--- config.mk ---
export PLATFORM = sky130hd
export DESIGN_NAME = ula_multiciclo
export DESIGN_NICKNAME = d
export VERILOG_FILES = /design/src/rtl/ula_multiciclo.sv
export SDC_FILE = /design/constraint.sdc
export NUM_CORES = 1
export LEC_CHECK = 0
export BUFFER_PORTS_ARGS = -buffer_cell sky130_fd_sc_hd__buf_2
export CAP_MARGIN = 10
export CORE_MARGIN = 2
export CORE_UTILIZATION = 55
export DETAILED_ROUTE_END_ITERATION = 7
export PLACE_DENSITY = 0.78
export SLEW_MARGIN = 15
export SYNTH_ARGS = -nofsm -noshare
export SYNTH_HDL_FRONTEND = slang
export SYNTH_SLANG_ARGS = --single-unit
--- constraint.sdc ---
create_clock -name clk -period 2.2 [get_ports clk]
set_input_delay 0.33 -clock clk [delete_from_list [all_inputs] [get_ports clk]]
set_output_delay 0.33 -clock clk [all_outputs]
set_load 0.01 [all_outputs]
--- src/rtl/ula_multiciclo.sv ---
// ula_multiciclo: EX-stage ALU with a start/busy/done handshake.
// Logic and arithmetic ops complete in one cycle. Shifts run one bit per cycle
// through a shift register unless BARREL_SHIFT_EN is defined, in which case a
// combinational barrel shifter makes every op a one-cycle op.
// Result, zero and illegal are registered and held until the next done pulse.
module ula_multiciclo #(
    parameter int XLEN = 32
) (
    input  logic            clk,
    input  logic            rst_n,
    input  logic            start,
    input  logic [3:0]      ula_select,
    input  logic [XLEN-1:0] a,
    input  logic [XLEN-1:0] b,
    output logic            busy,
    output logic            done,
    output logic [XLEN-1:0] result,
    output logic            zero,
    output logic            illegal
);

    localparam int SHAMT_W = $clog2(XLEN);

    localparam logic [3:0] OP_ADD  = 4'd1;
    localparam logic [3:0] OP_SUB  = 4'd2;
    localparam logic [3:0] OP_SLL  = 4'd3;
    localparam logic [3:0] OP_SLT  = 4'd4;
    localparam logic [3:0] OP_SLTU = 4'd5;
    localparam logic [3:0] OP_SRL  = 4'd6;
    localparam logic [3:0] OP_SRA  = 4'd7;
    localparam logic [3:0] OP_XOR  = 4'd8;
    localparam logic [3:0] OP_OR   = 4'd9;
    localparam logic [3:0] OP_AND  = 4'd10;

    localparam logic [SHAMT_W-1:0] CNT_ZERO = {SHAMT_W{1'b0}};
    localparam logic [SHAMT_W-1:0] CNT_ONE  = {{(SHAMT_W-1){1'b0}}, 1'b1};
    localparam logic [XLEN-1:0]    XZERO    = {XLEN{1'b0}};

    typedef enum logic [0:0] {
        ST_IDLE  = 1'b0,
        ST_SHIFT = 1'b1
    } state_t;

    state_t              state_r;
    logic [XLEN-1:0]     shreg_r;
    logic [SHAMT_W-1:0]  count_r;
    logic [3:0]          op_r;
    logic                busy_r;
    logic                done_r;
    logic [XLEN-1:0]     result_r;
    logic                zero_r;
    logic                illegal_r;

    logic [SHAMT_W-1:0]  shamt_s;
    logic [XLEN-1:0]     alu_s;
    logic                illegal_s;
    logic                is_shift_s;
    logic                start_iter_s;
    logic [XLEN-1:0]     shift_next_s;

    assign shamt_s = b[SHAMT_W-1:0];

    // Single-cycle datapath; iterative-build shifts yield a here (the shamt=0 case).
    always_comb begin
        alu_s      = XZERO;
        illegal_s  = 1'b0;
        is_shift_s = 1'b0;
        case (ula_select)
            OP_ADD:  alu_s = a + b;
            OP_SUB:  alu_s = a - b;
            OP_SLT:  alu_s = {{(XLEN-1){1'b0}}, ($signed(a) < $signed(b))};
            OP_SLTU: alu_s = {{(XLEN-1){1'b0}}, (a < b)};
            OP_XOR:  alu_s = a ^ b;
            OP_OR:   alu_s = a | b;
            OP_AND:  alu_s = a & b;
`ifdef BARREL_SHIFT_EN
            OP_SLL: begin
                is_shift_s = 1'b1;
                alu_s      = a << shamt_s;
            end
            OP_SRL: begin
                is_shift_s = 1'b1;
                alu_s      = a >> shamt_s;
            end
            OP_SRA: begin
                is_shift_s = 1'b1;
                alu_s      = $signed(a) >>> shamt_s;
            end
`else
            OP_SLL, OP_SRL, OP_SRA: begin
                is_shift_s = 1'b1;
                alu_s      = a;
            end
`endif
            default: begin
                illegal_s = 1'b1;
                alu_s     = XZERO;
            end
        endcase
    end

    // Decide whether an accepted op needs the multi-cycle SHIFT state.
    always_comb begin
`ifdef BARREL_SHIFT_EN
        start_iter_s = 1'b0;
`else
        if (is_shift_s && (shamt_s != CNT_ZERO)) begin
            start_iter_s = 1'b1;
        end else begin
            start_iter_s = 1'b0;
        end
`endif
    end

    // One-bit shift step; SRA replicates the MSB, which is the sign of the latched a.
    always_comb begin
        shift_next_s = shreg_r;
        case (op_r)
            OP_SLL:  shift_next_s = {shreg_r[XLEN-2:0], 1'b0};
            OP_SRL:  shift_next_s = {1'b0, shreg_r[XLEN-1:1]};
            OP_SRA:  shift_next_s = {shreg_r[XLEN-1], shreg_r[XLEN-1:1]};
            default: shift_next_s = shreg_r;
        endcase
    end

    // Control FSM with registered handshake and result outputs.
    always_ff @(posedge clk or negedge rst_n) begin
        if (!rst_n) begin
            state_r   <= ST_IDLE;
            shreg_r   <= XZERO;
            count_r   <= CNT_ZERO;
            op_r      <= 4'd0;
            busy_r    <= 1'b0;
            done_r    <= 1'b0;
            result_r  <= XZERO;
            zero_r    <= 1'b0;
            illegal_r <= 1'b0;
        end else begin
            done_r <= 1'b0;
            case (state_r)
                ST_IDLE: begin
                    if (start) begin
                        if (start_iter_s) begin
                            shreg_r <= a;
                            count_r <= shamt_s;
                            op_r    <= ula_select;
                            busy_r  <= 1'b1;
                            state_r <= ST_SHIFT;
                        end else begin
                            result_r  <= alu_s;
                            zero_r    <= (alu_s == XZERO);
                            illegal_r <= illegal_s;
                            done_r    <= 1'b1;
                        end
                    end
                end
                ST_SHIFT: begin
                    shreg_r <= shift_next_s;
                    count_r <= count_r - CNT_ONE;
                    if (count_r == CNT_ONE) begin
                        result_r  <= shift_next_s;
                        zero_r    <= (shift_next_s == XZERO);
                        illegal_r <= 1'b0;
                        done_r    <= 1'b1;
                        busy_r    <= 1'b0;
                        state_r   <= ST_IDLE;
                    end
                end
                default: begin
                    busy_r  <= 1'b0;
                    state_r <= ST_IDLE;
                end
            endcase
        end
    end

    assign busy    = busy_r;
    assign done    = done_r;
    assign result  = result_r;
    assign zero    = zero_r;
    assign illegal = illegal_r;

endmodule

==> results of run 1 <==
[logic make-up after synthesis]
| logic type | Yosys count | share of synthesized area |
|---|---|---|
| AOI/OAI and AO/OA | 538 | 0.363 |
| adders and majority gates | 107 | 0.136 |
| and+or+nand+nor | 426 | 0.203 |
| buffers and inverters | 193 | 0.0754 |
| xor gates and xnor gates | 7 | 0.00616 |
| DFF | 78 | 0.196 |
| muxes | 19 | 0.0205 |
[layer usage]
metal,global-route usage,GRT overflow
met1,0.874,11
met2,1.05,307
met3,0.753,4
met4,0.979,199
met5,0.401,2
[through the flow]
step / setup slack (ns) / std cells / hold slack [ns]
3_3_place_gp: -1.43 / 2095 / 0.340
4_1_cts: -1.14 / 2142 / 0.418
2_1_floorplan: -1.01 / 1368 / 0.0344
3_5_place_dp: -1.73 / 2095 / 0.350
[synthesized netlist by cell type, drive strengths merged, types with 11 or more instances]
library cell	n
nor3	41
ha	105
clkbuf	68
a22o	32
a211oi	39
a21o	11
o211ai	19
a21oi	184
nand3	24
o31ai	19
nor2	162
o21ai	84
a221o	14
nor2b	14
nand4	17
o21a	38
buf	24
nand2b	13
nor4	12
inv	100
nand2	92
mux2	11
a22oi	11
a221oi	11
dfrtp	78
[repair_timing]
| item | CTS |
|---|---|
| pin swaps | 92 |
| hold buffers | 1 |
| hold endpoints to repair | 4 |
| buffers inserted | 37 |
| resized for setup | 225 |
| endpoints found under the setup margin | 58 |
==> metrics.csv, run 1 <==
metric,value,unit
fraction of registers with async set/reset,1.00,
htree depth,3,
Top Ports,107,
Port Buffers,106,
GR repair worst EP,zero$_DFFE_PN0P_/D,
sequential-to-total area share from yosys stat,0.196,
worst_ep kind,sequential cell input,
placed inst area,14700,um^2
Die H,139,um
All-Layer GR Usage,0.898,
Cells after Synth,1368,
Die X,139,um
Main synth FF type,dfrtp_1,
Fail Step,5_1_grt,
global route overflow,523,
Bufs on Longest Clock Path,2,
Initial Util,0.558,
Detail Placement HPWL,35300,um
Avg Inst Size Synth,7.28,um^2
Rows,49,
Yosys reg bits,78,
Synth Cell Area,9960,um^2
Error,[ERROR GRT-0232] Routing congestion too high. Check the congestion heatmap in the GUI.,
share of the synthesized area in the top cell type,0.196,
Unique masters post-synth,85,
"EDFF count, synth",0,
cell accounting for the most synthesized area,dfrtp_1,
CTS buffer count,9,
status,aborted with a tool error,
largest net degree at the start of global routing,102,
Root Buffer,clkbuf_16,
RD Place Congestion,1.03,
syn nets,1546,
Num Clock Sinks,78,
synth top area cells,"dfrtp_1 20%, ha_1 13%, a21oi_1 9.2%",
Synth Warn #,0,
==> inputs of run 2 (changes only) <==
- CORE_UTILIZATION: 55 -> 40
- PLACE_DENSITY: 0.78 -> default
- PLACE_DENSITY_LB_ADDON: default -> 0.15
- clock period: 2.2 -> 2.9 ns (I/O delays scaled with it)
==> metrics.csv, run 2 <==
metric,value,unit
Rows,57,
Placed Cells,2162,
Die H,162,um
largest net degree at the start of global routing,102,
Initial Util,0.408,
sequential-to-total area share from yosys stat,0.196,
Commonest cells post-synth,"184 x a21oi_1, 162 x nor2_1, 105 x ha_1",
Antenna diodes,0,
Num Clock Sinks,78,
CTS buffer count,9,
most frequent cells in the layout,"461 x buf_4, 156 x nor2_1, 152 x a21oi_1",
final core occ,0.659,
Final Setup Violations,17,
fraction of registers with async set/reset,1.00,
Unique masters post-synth,85,
Area Overhead vs Synth,61.4,%
max-cap violations,0,
critical path class,in2reg,
DR vias,12700,
"Data arrival, critical path",3.65,ns
Port Buffers,106,
worst slew pin tran,1.10,ns
Iteration-0 DRC Markers,1083,
RD Place Congestion,1.04,
"EDFF count, synth",0,
Root Buffer,clkbuf_16,
Main synth FF type,dfrtp_1,
Post-route DRC,0,
Avg WL per Cell,19.9,um
die area,26200,um^2
share of layout cells above drive strength 1,0.438,
htree depth,3,
Max Transition Viols Final,0,
"Clk pin slew, worst setup/hold paths",0.06,ns
vias per cell,5.73,
# nets final,2066,
CTS Hold Bufs,0,
final cycle utilization of the critical path,1.17,
failing checks,negative setup slack,
Leakage,7.48,nW
CP endpoint kind,flop,
clk_lat worst skew,0.34,ns
Final TNS setup,-3.62,ns
core area,24400,um^2
Top Ports,107,
element type at the critical path start,input port,
"Data required, critical path",3.15,ns
Final min period,3.40,ns
Synth Warn #,0,
global route overflow,0,
fmax,0.294,GHz
cell accounting for the most synthesized area,dfrtp_1,
Avg Inst Size Synth,7.28,um^2
Antenna Violating Nets Remaining,0,
Final Hold Viols,0,
initial antenna violation count,1,
first-pass detailed-route iteration total,5,
Worst Clk Skew,0.00607,ns
number of global-route vias before repair,12200,
Cells after Synth,1368,
WHS,0.104,ns
worst vdd ir,0.000674,V
Yosys reg bits,78,
Die X,162,um
Detail Placement HPWL,35400,um
Hold/Removal Path Class,in2async,
Crit Path Max Fanout,2,
first-pass GRT wire length,67700,um
All-Layer GR Usage,0.331,
final critical-path setup slack,-0.498,ns
share of the synthesized area in the top cell type,0.196,
Placement Setup Slack,-1.28,ns
"commonest non-fill, non-tap cell in the layout",buf_4,
setup repair after global routing missed its margin,true,
Bufs on Longest Clock Path,2,
most numerous cell in the Yosys netlist,a21oi_1,
synth top area cells,"dfrtp_1 20%, ha_1 13%, a21oi_1 9.2%",
syn nets,1546,
fin cells,2217,
max_slew headroom,0.265,
CTS tree,yes,
status,"complete, but fails checks",
Routed Wire Length,44100,um
Power Density,574,nW/um^2
Synth Cell Area,9960,um^2
==> run 2: timing repair <==
item                                    in CTS  in global routing
pin swaps                                   72                 79
buffers inserted                            32                 17
endpoints found under the setup margin      24                 25
gates resized for setup                    194                 96
==> run 2: worst max-delay path, cell delays in order <==
cell      delay, ns
buf_8          0.08
buf_12         0.09
ha_4           0.12
inv_2          0.04
fa_2           0.38
nor2b_4        0.14
o311a_4        0.32
buf_4          0.14
nor2_1         0.14
o41a_1         0.18
o21a_1         0.12
a21oi_1        0.04
a211o_1        0.30
or4_4          0.56
nor3_2         0.17
nand4b_1       0.19
o31ai_2        0.21
==> run 2: path summary, 6_finish.rpt <==
kind | startpoint | to | slack (ns) | cells after the start
worst min-delay path | rst_n | result[3]$_DFFE_PN0P_ | 0.10 | 2
worst max register to register | count_r[1]$_DFFE_PN0P_ | zero$_DFFE_PN0P_ | 0.23 | 12
worst max-delay path | b[0] | zero$_DFFE_PN0P_ | -0.50 | 17
min in group clk | illegal$_DFFE_PN0P_ | illegal$_DFFE_PN0P_ | 0.48 | 2
worst min register to register | illegal$_DFFE_PN0P_ | illegal$_DFFE_PN0P_ | 0.48 | 2
max in group asynchronous | rst_n | shreg_r[25]$_DFFE_PN0P_ | 2.44 | 2
==> run 2: area by class of cell <==
| class | instances | area, um^2 |
|---|---|---|
| clock buffer | 10 | 239 |
| clock inverter | 6 | 61.3 |
| fill | 2171 | 8320 |
| inverter | 101 | 412 |
| multi-input combinational | 1097 | 8430 |
| sequential | 78 | 1960 |
| tap | 324 | 405 |
| timing repair buffer | 601 | 4570 |
==> run 2: kinds of logic after synthesis <==
kind of cell / synth area share
AOI/OAI and AO/OA: 0.363
adders and majority gates: 0.136
DFF: 0.196
xor gates and xnor gates: 0.00616
muxes: 0.0205
and+or+nand+nor: 0.203
buffers and inverters: 0.0754
==> run 2: per-layer routing <==
metal / part of all wire / wire [um] / vias up / global-route usage
met3: 0.084 / 3690 / 91 / 0.0590
met1: 0.45 / 19900 / 5989 / 0.466
met4: 0.029 / 1270 / 2 / 0.0994
met2: 0.44 / 19300 / 563 / 0.517
li1: - / - / 6067 / -
met5: 0.00036 / 16 / - / 0
==> run 2: through the flow <==
| stage | power [mW] | cell area [um^2] |
|---|---|---|
| 6_report | 9.23 | 16100 |
| 3_3_place_gp | 7.23 | 14200 |
| 5_1_grt | 9.90 | 16100 |
| 3_5_place_dp | 7.32 | 14200 |
| 2_1_floorplan | 5.25 | 10100 |
| 4_1_cts | 8.90 | 15600 |
==> run 2: where the power goes <==
| group | internal [mW] | leakage (nW) | switching (mW) |
|---|---|---|---|
| sequential | 1.64 | 0.881 | 0.453 |
| combinational | 2.73 | 6.45 | 3.26 |
| clock | 0.686 | 0.148 | 0.447 |
| total | 5.06 | 7.48 | 4.16 |
Power figures use the tool's default switching activity.
==> inputs of run 3 (changes only) <==
- RECOVER_POWER: default -> 25
==> metrics.csv, run 3 (synthesis gave the netlist of run 2 again) <==
metric,value,unit
CTS buffer count,9,
critical path class,in2reg,
reg2reg path depth,12,
"commonest non-fill, non-tap cell in the layout",buf_4,
r2r endpoint,zero$_DFFE_PN0P_,
Iteration-0 DRC Markers,1083,
share of layout cells above drive strength 1,0.438,
Num Clock Sinks,78,
global route overflow,0,
# nets final,2066,
final critical-path setup slack,-0.499,ns
most frequent cells in the layout,"460 x buf_4, 156 x nor2_1, 152 x a21oi_1",
worst vdd ir,0.000674,V
All-Layer GR Usage,0.331,
Setup crit end,zero$_DFFE_PN0P_,
Die X,162,um
die area,26200,um^2
"Data arrival, critical path",3.65,ns
status,"complete, but fails checks",
fmax,0.294,GHz
max_slew headroom,-0.294,
Root Buffer,clkbuf_16,
Port Buffers,106,
Die H,162,um
CP endpoint kind,flop,
critical path's slowest cell,or4_4,
Final min period,3.40,ns
CP startpoint,b[0],
failing checks,"max-capacitance violations, max-slew violations, negative setup slack",
Antenna Violating Nets Remaining,0,
fin cells,2217,
CP Buf/Inv Count,4,
Routed Wire Length,44100,um
crit path cell chain,"buf_8, buf_12, ha_4, inv_2, fa_2, nor2b_4, o311a_4, buf_4, nor2_1, o41a_1, o21a_1, a21oi_1, a211o_1, or4_4, nor3_2, nand4b_1, o31ai_2",
CTS tree,yes,
Antenna diodes,0,
Avg WL per Cell,19.9,um
Leakage,7.47,nW
final cycle utilization of the critical path,1.17,
Final Setup Violations,17,
flop-to-flop setup slack,0.23,ns
number of global-route vias before repair,12200,
element type at the critical path start,input port,
Final Hold Viols,0,
vias per cell,5.73,
CP Depth,17,
filler cell count,2173,
"Data required, critical path",3.15,ns
Max stage delay on crit path,0.56,ns
Max Transition Viols Final,79,
total power,9.22,mW
first-pass GRT wire length,67700,um
core area,24400,um^2
Detail Placement HPWL,35400,um
"CP delay by family, top",simple AND/OR/NAND/NOR gates,
Worst R2R Start,count_r[1]$_DFFE_PN0P_,
RD Place Congestion,1.04,
max-cap violations,1,
Crit Path Max Fanout,2,
Worst Clk Skew,0.00594,ns
Top Ports,107,
DR vias,12700,
"Clk pin slew, worst setup/hold paths",0.06,ns
Initial Util,0.408,
Bufs on Longest Clock Path,2,
Placed Cells,2162,
initial antenna violation count,1,
CTS Hold Bufs,0,
Post-route DRC,0,
Area Overhead vs Synth,61.2,%
Final TNS setup,-3.62,ns
Hold/Removal Path Class,reg2reg,
htree depth,3,
Rows,57,
first-pass detailed-route iteration total,5,
Power Density,574,nW/um^2
clk_lat worst skew,0.34,ns
setup repair after global routing missed its margin,true,
worst slew pin tran,1.94,ns
largest net degree at the start of global routing,102,
==> run 3: stage by stage <==
| stage | instance area (um^2) | hold WS, ns | setup WS [ns] | util |
|---|---|---|---|---|
| after floorplan | 10100 | 0.139 | -0.423 | - |
| after global placement | 14200 | 0.465 | -1.28 | 0.582 |
| after detailed placement | 14200 | 0.471 | -1.28 | 0.582 |
| after CTS | 15600 | 0.134 | -0.576 | 0.638 |
| after global routing | 16100 | 0.521 | -0.613 | 0.658 |
| final | 16100 | 0.483 | -0.499 | 0.658 |
==> run 3: cell type report <==
cell class / instances / area [um^2] / share of cell area
Multi-Input combinational cell: 1097 / 8430 / 0.525
Timing Repair Buffer: 601 / 4560 / 0.284
Sequential cell: 78 / 1960 / 0.122
Inverter: 101 / 412 / 0.0256
Tap cell: 324 / 405 / 0.0252
Clock buffer: 10 / 239 / 0.0149
Clock inverter: 6 / 61.3 / 0.00382
==> run 3: what timing repair did <==
action,CTS,global route
setup endpoints to repair,24,25
resized for setup,194,96
hold endpoints to repair,0,0
pin swaps,72,79
setup buffers,32,17
==> run 3: worst min path at each step <==
| stage | start | to | slack (ns) | cells after the start |
|---|---|---|---|---|
| finish | illegal$_DFFE_PN0P_ | illegal$_DFFE_PN0P_ | 0.48 | 2 |
| global route | busy$_DFFE_PN0P_ | busy$_DFFE_PN0P_ | 0.52 | 1 |
| CTS | rst_n | count_r[0]$_DFFE_PN0P_ | 0.13 | 2 |
| detailed placement | illegal$_DFFE_PN0P_ | illegal$_DFFE_PN0P_ | 0.47 | 2 |
| global placement | illegal$_DFFE_PN0P_ | illegal$_DFFE_PN0P_ | 0.46 | 2 |
| floorplan | rst_n | busy$_DFFE_PN0P_ | 0.14 | 0 |
==> run 3: worst register-to-register path, stage by stage, from the launching register on <==
cell and delay [ns]:
dfrtp_1 0.39, inv_1 0.08, ha_1 0.14, nand4b_1 0.16, o21a_1 0.17, nor3_1 0.30
o211ai_1 0.17, a2111oi_2 0.31, buf_4 0.18, nand4_1 0.08, nor4_1 0.19, nand4b_1 0.21
o31ai_2 0.21
==> run 3: where the power goes <==
group | switching (mW) | internal (mW)
clock network | 0.446 | 0.686
logic | 3.26 | 2.73
registers | 0.452 | 1.64
==> run 3: routing by layer <==
metal	part of all wire	GRT usage	vias up
met3	0.084	0.0590	90
li1	-	-	6067
met1	0.45	0.466	5987
met5	0.00036	0	-
met2	0.44	0.517	564
met4	0.029	0.0994	2
==> inputs of run 4 (changes only) <==
- ABC_AREA: default -> 1
==> metrics.csv, run 4 <==
metric,value,unit
status,"complete, but fails checks",
failing checks,"max-capacitance violations, max-slew violations",
share of layout cells above drive strength 1,0.271,
Die X,172,um
Worst R2R Start,op_r[3]$_DFFE_PN0P_,
max_slew headroom,-0.275,
Detail Placement HPWL,41400,um
"Data required, critical path",3.10,ns
Avg Inst Size Synth,6.11,um^2
sequential-to-total area share from yosys stat,0.173,
global route overflow,0,
"commonest non-fill, non-tap cell in the layout",nand2_1,
Main synth FF type,dfrtp_1,
core area,27800,um^2
Antenna Violating Nets Remaining,0,
flop-to-flop setup slack,0.35,ns
most frequent cells in the layout,"522 x nand2_1, 338 x buf_4, 315 x inv_1",
Bufs on Longest Clock Path,2,
final instance area,14700,um^2
RD Place Congestion,1.02,
Hold Startpoint,ula_select[2],
cell accounting for the most synthesized area,nand2_1,
Die H,172,um
Top Ports,107,
# nets final,2411,
final cycle utilization of the critical path,0.942,
Port Buffers,106,
Final TNS setup,0,ns
worst vdd ir,0.000382,V
placed inst area,14400,um^2
Final min period,2.73,ns
Placement Setup Slack,-0.191,ns
Antenna diodes,0,
Max Transition Viols Final,79,
"Clk pin slew, worst setup/hold paths",0.05,ns
Power Density,525,nW/um^2
Final Setup Violations,0,
Routed Wire Length,48800,um
Num Clock Sinks,78,
Post-route DRC,0,
fraction of registers with async set/reset,1.00,
final core occ,0.530,
Placed Cells,2600,
final critical-path setup slack,0.168,ns
number of global-route vias before repair,13000,
syn nets,2022,
Avg WL per Cell,18.7,um
Iteration-0 DRC Markers,1436,
Synth Cell Area,11300,um^2
clk_lat worst skew,0.34,ns
"Data arrival, critical path",2.93,ns
met1 Use GR,0.491,
Unique masters post-synth,48,
Initial Util,0.405,
post-CTS setup buffers,0,
Synth Warn #,0,
synth top area cells,"nand2_1 17%, dfrtp_1 17%, ha_1 12%",
setup repair after global routing missed its margin,false,
CP startpoint,a[25],
vias per cell,5.25,
first-pass detailed-route iteration total,6,
CTS tree,yes,
most numerous cell in the Yosys netlist,nand2_1,
worst hold endpoint,op_r[2]$_DFFE_PN0P_,
Hold Path Depth,3,
Commonest cells post-synth,"522 x nand2_1, 315 x inv_1, 167 x nor2_1",
Crit Path Max Fanout,6,
worst slew pin tran,1.91,ns
Cells after Synth,1844,
htree depth,3,
die area,29500,um^2
Final Hold Viols,0,
Leakage,8.15,nW
CTS buffer count,9,
element type at the critical path start,input port,
Root Buffer,clkbuf_16,
filler cell count,2974,
M3 GR Usage,0.0315,
Area Overhead vs Synth,30.7,%
Hold/Removal Path Class,in2reg,
CP endpoint kind,flop,
r2r endpoint,zero$_DFFE_PN0P_,
fmax,0.366,GHz
Rows,61,
Yosys reg bits,78,
GR peak layer,met2,
largest net degree at the start of global routing,79,
All-Layer GR Usage,0.333,
DR vias,13700,
"EDFF count, synth",0,
reg2reg path depth,10,
share of the synthesized area in the top cell type,0.174,
critical path class,in2reg,
met2 Track Usage GR,0.515,
initial antenna violation count,0,
CTS Hold Bufs,0,
first-pass GRT wire length,74100,um
Worst Clk Skew,0.00578,ns
fin cells,2615,
max-cap violations,1,
[run 4: worst max-delay path, cell delays in order]
cell and delay [ns]:
buf_2 0.09, inv_1 0.07, ha_1 0.49, inv_1 0.22, a21oi_1 0.33, nor2_1 0.11
nor2_1 0.12, nand2_1 0.07, a21oi_1 0.16, nand3_1 0.09, nand2_1 0.08, nor2_1 0.07
buf_4 0.13, o21ai_0 0.32, a31oi_1 0.13
[run 4: per-stage QoR]
step	power, mW	hold slack, ns
2_1_floorplan	4.63	0.139
3_3_place_gp	6.43	0.469
3_5_place_dp	6.48	0.473
4_1_cts	7.67	0.295
5_1_grt	8.32	0.497
6_report	7.73	0.477
[run 4: layout make-up]
cell class	instances	area (um^2)	share of cell area
repair buffers	448	3150	0.214
flip-flops and latches	78	1950	0.133
clock buffers	10	229	0.0156
inverters	344	1290	0.0879
clock inverters	5	75.1	0.00510
multi-input cells	1352	7550	0.513
well taps	378	473	0.0321
[run 4: where the power goes]
part           switching, mW  internal (mW)
combinational           2.88           1.81
sequential             0.296           1.57
clock                  0.427          0.744
[run 4: per-layer routing]
metal	vias to the layer above	part of all wire	wire length, um
li1	6732	-	-
met1	6395	0.48	23500
met2	546	0.43	20900
met3	67	0.066	3220
met4	0	0.025	1240
met5	-	0	0
[run 4: worst max-delay path by stage]
stage	end	slack [ns]	cells past startpoint
global placement	result[21]$_DFFE_PN0P_	-0.18	15
floorplan	zero$_DFFE_PN0P_	0.56	21
CTS	result[21]$_DFFE_PN0P_	0.15	16
finish	result[28]$_DFFE_PN0P_	0.17	15
detailed placement	result[21]$_DFFE_PN0P_	-0.19	16
global route	result[28]$_DFFE_PN0P_	0.05	15
[run 4: repair_timing]
item / CTS / global route
endpoints found under the hold margin: 0 / 0
endpoints found under the setup margin: 0 / 3
gates resized for setup: 0 / 9
[run 4: kinds of logic (layout without fill, tap and decap cells)]
kind of cell               Yosys count  in the layout  share of synthesized area
adders and majority gates          107            107                      0.120
and+or+nand+nor                    969            969                      0.380
AOI/OAI and AO/OA                  276            276                      0.167
DFF                                 78             78                      0.173
buffers and inverters              414            807                      0.160
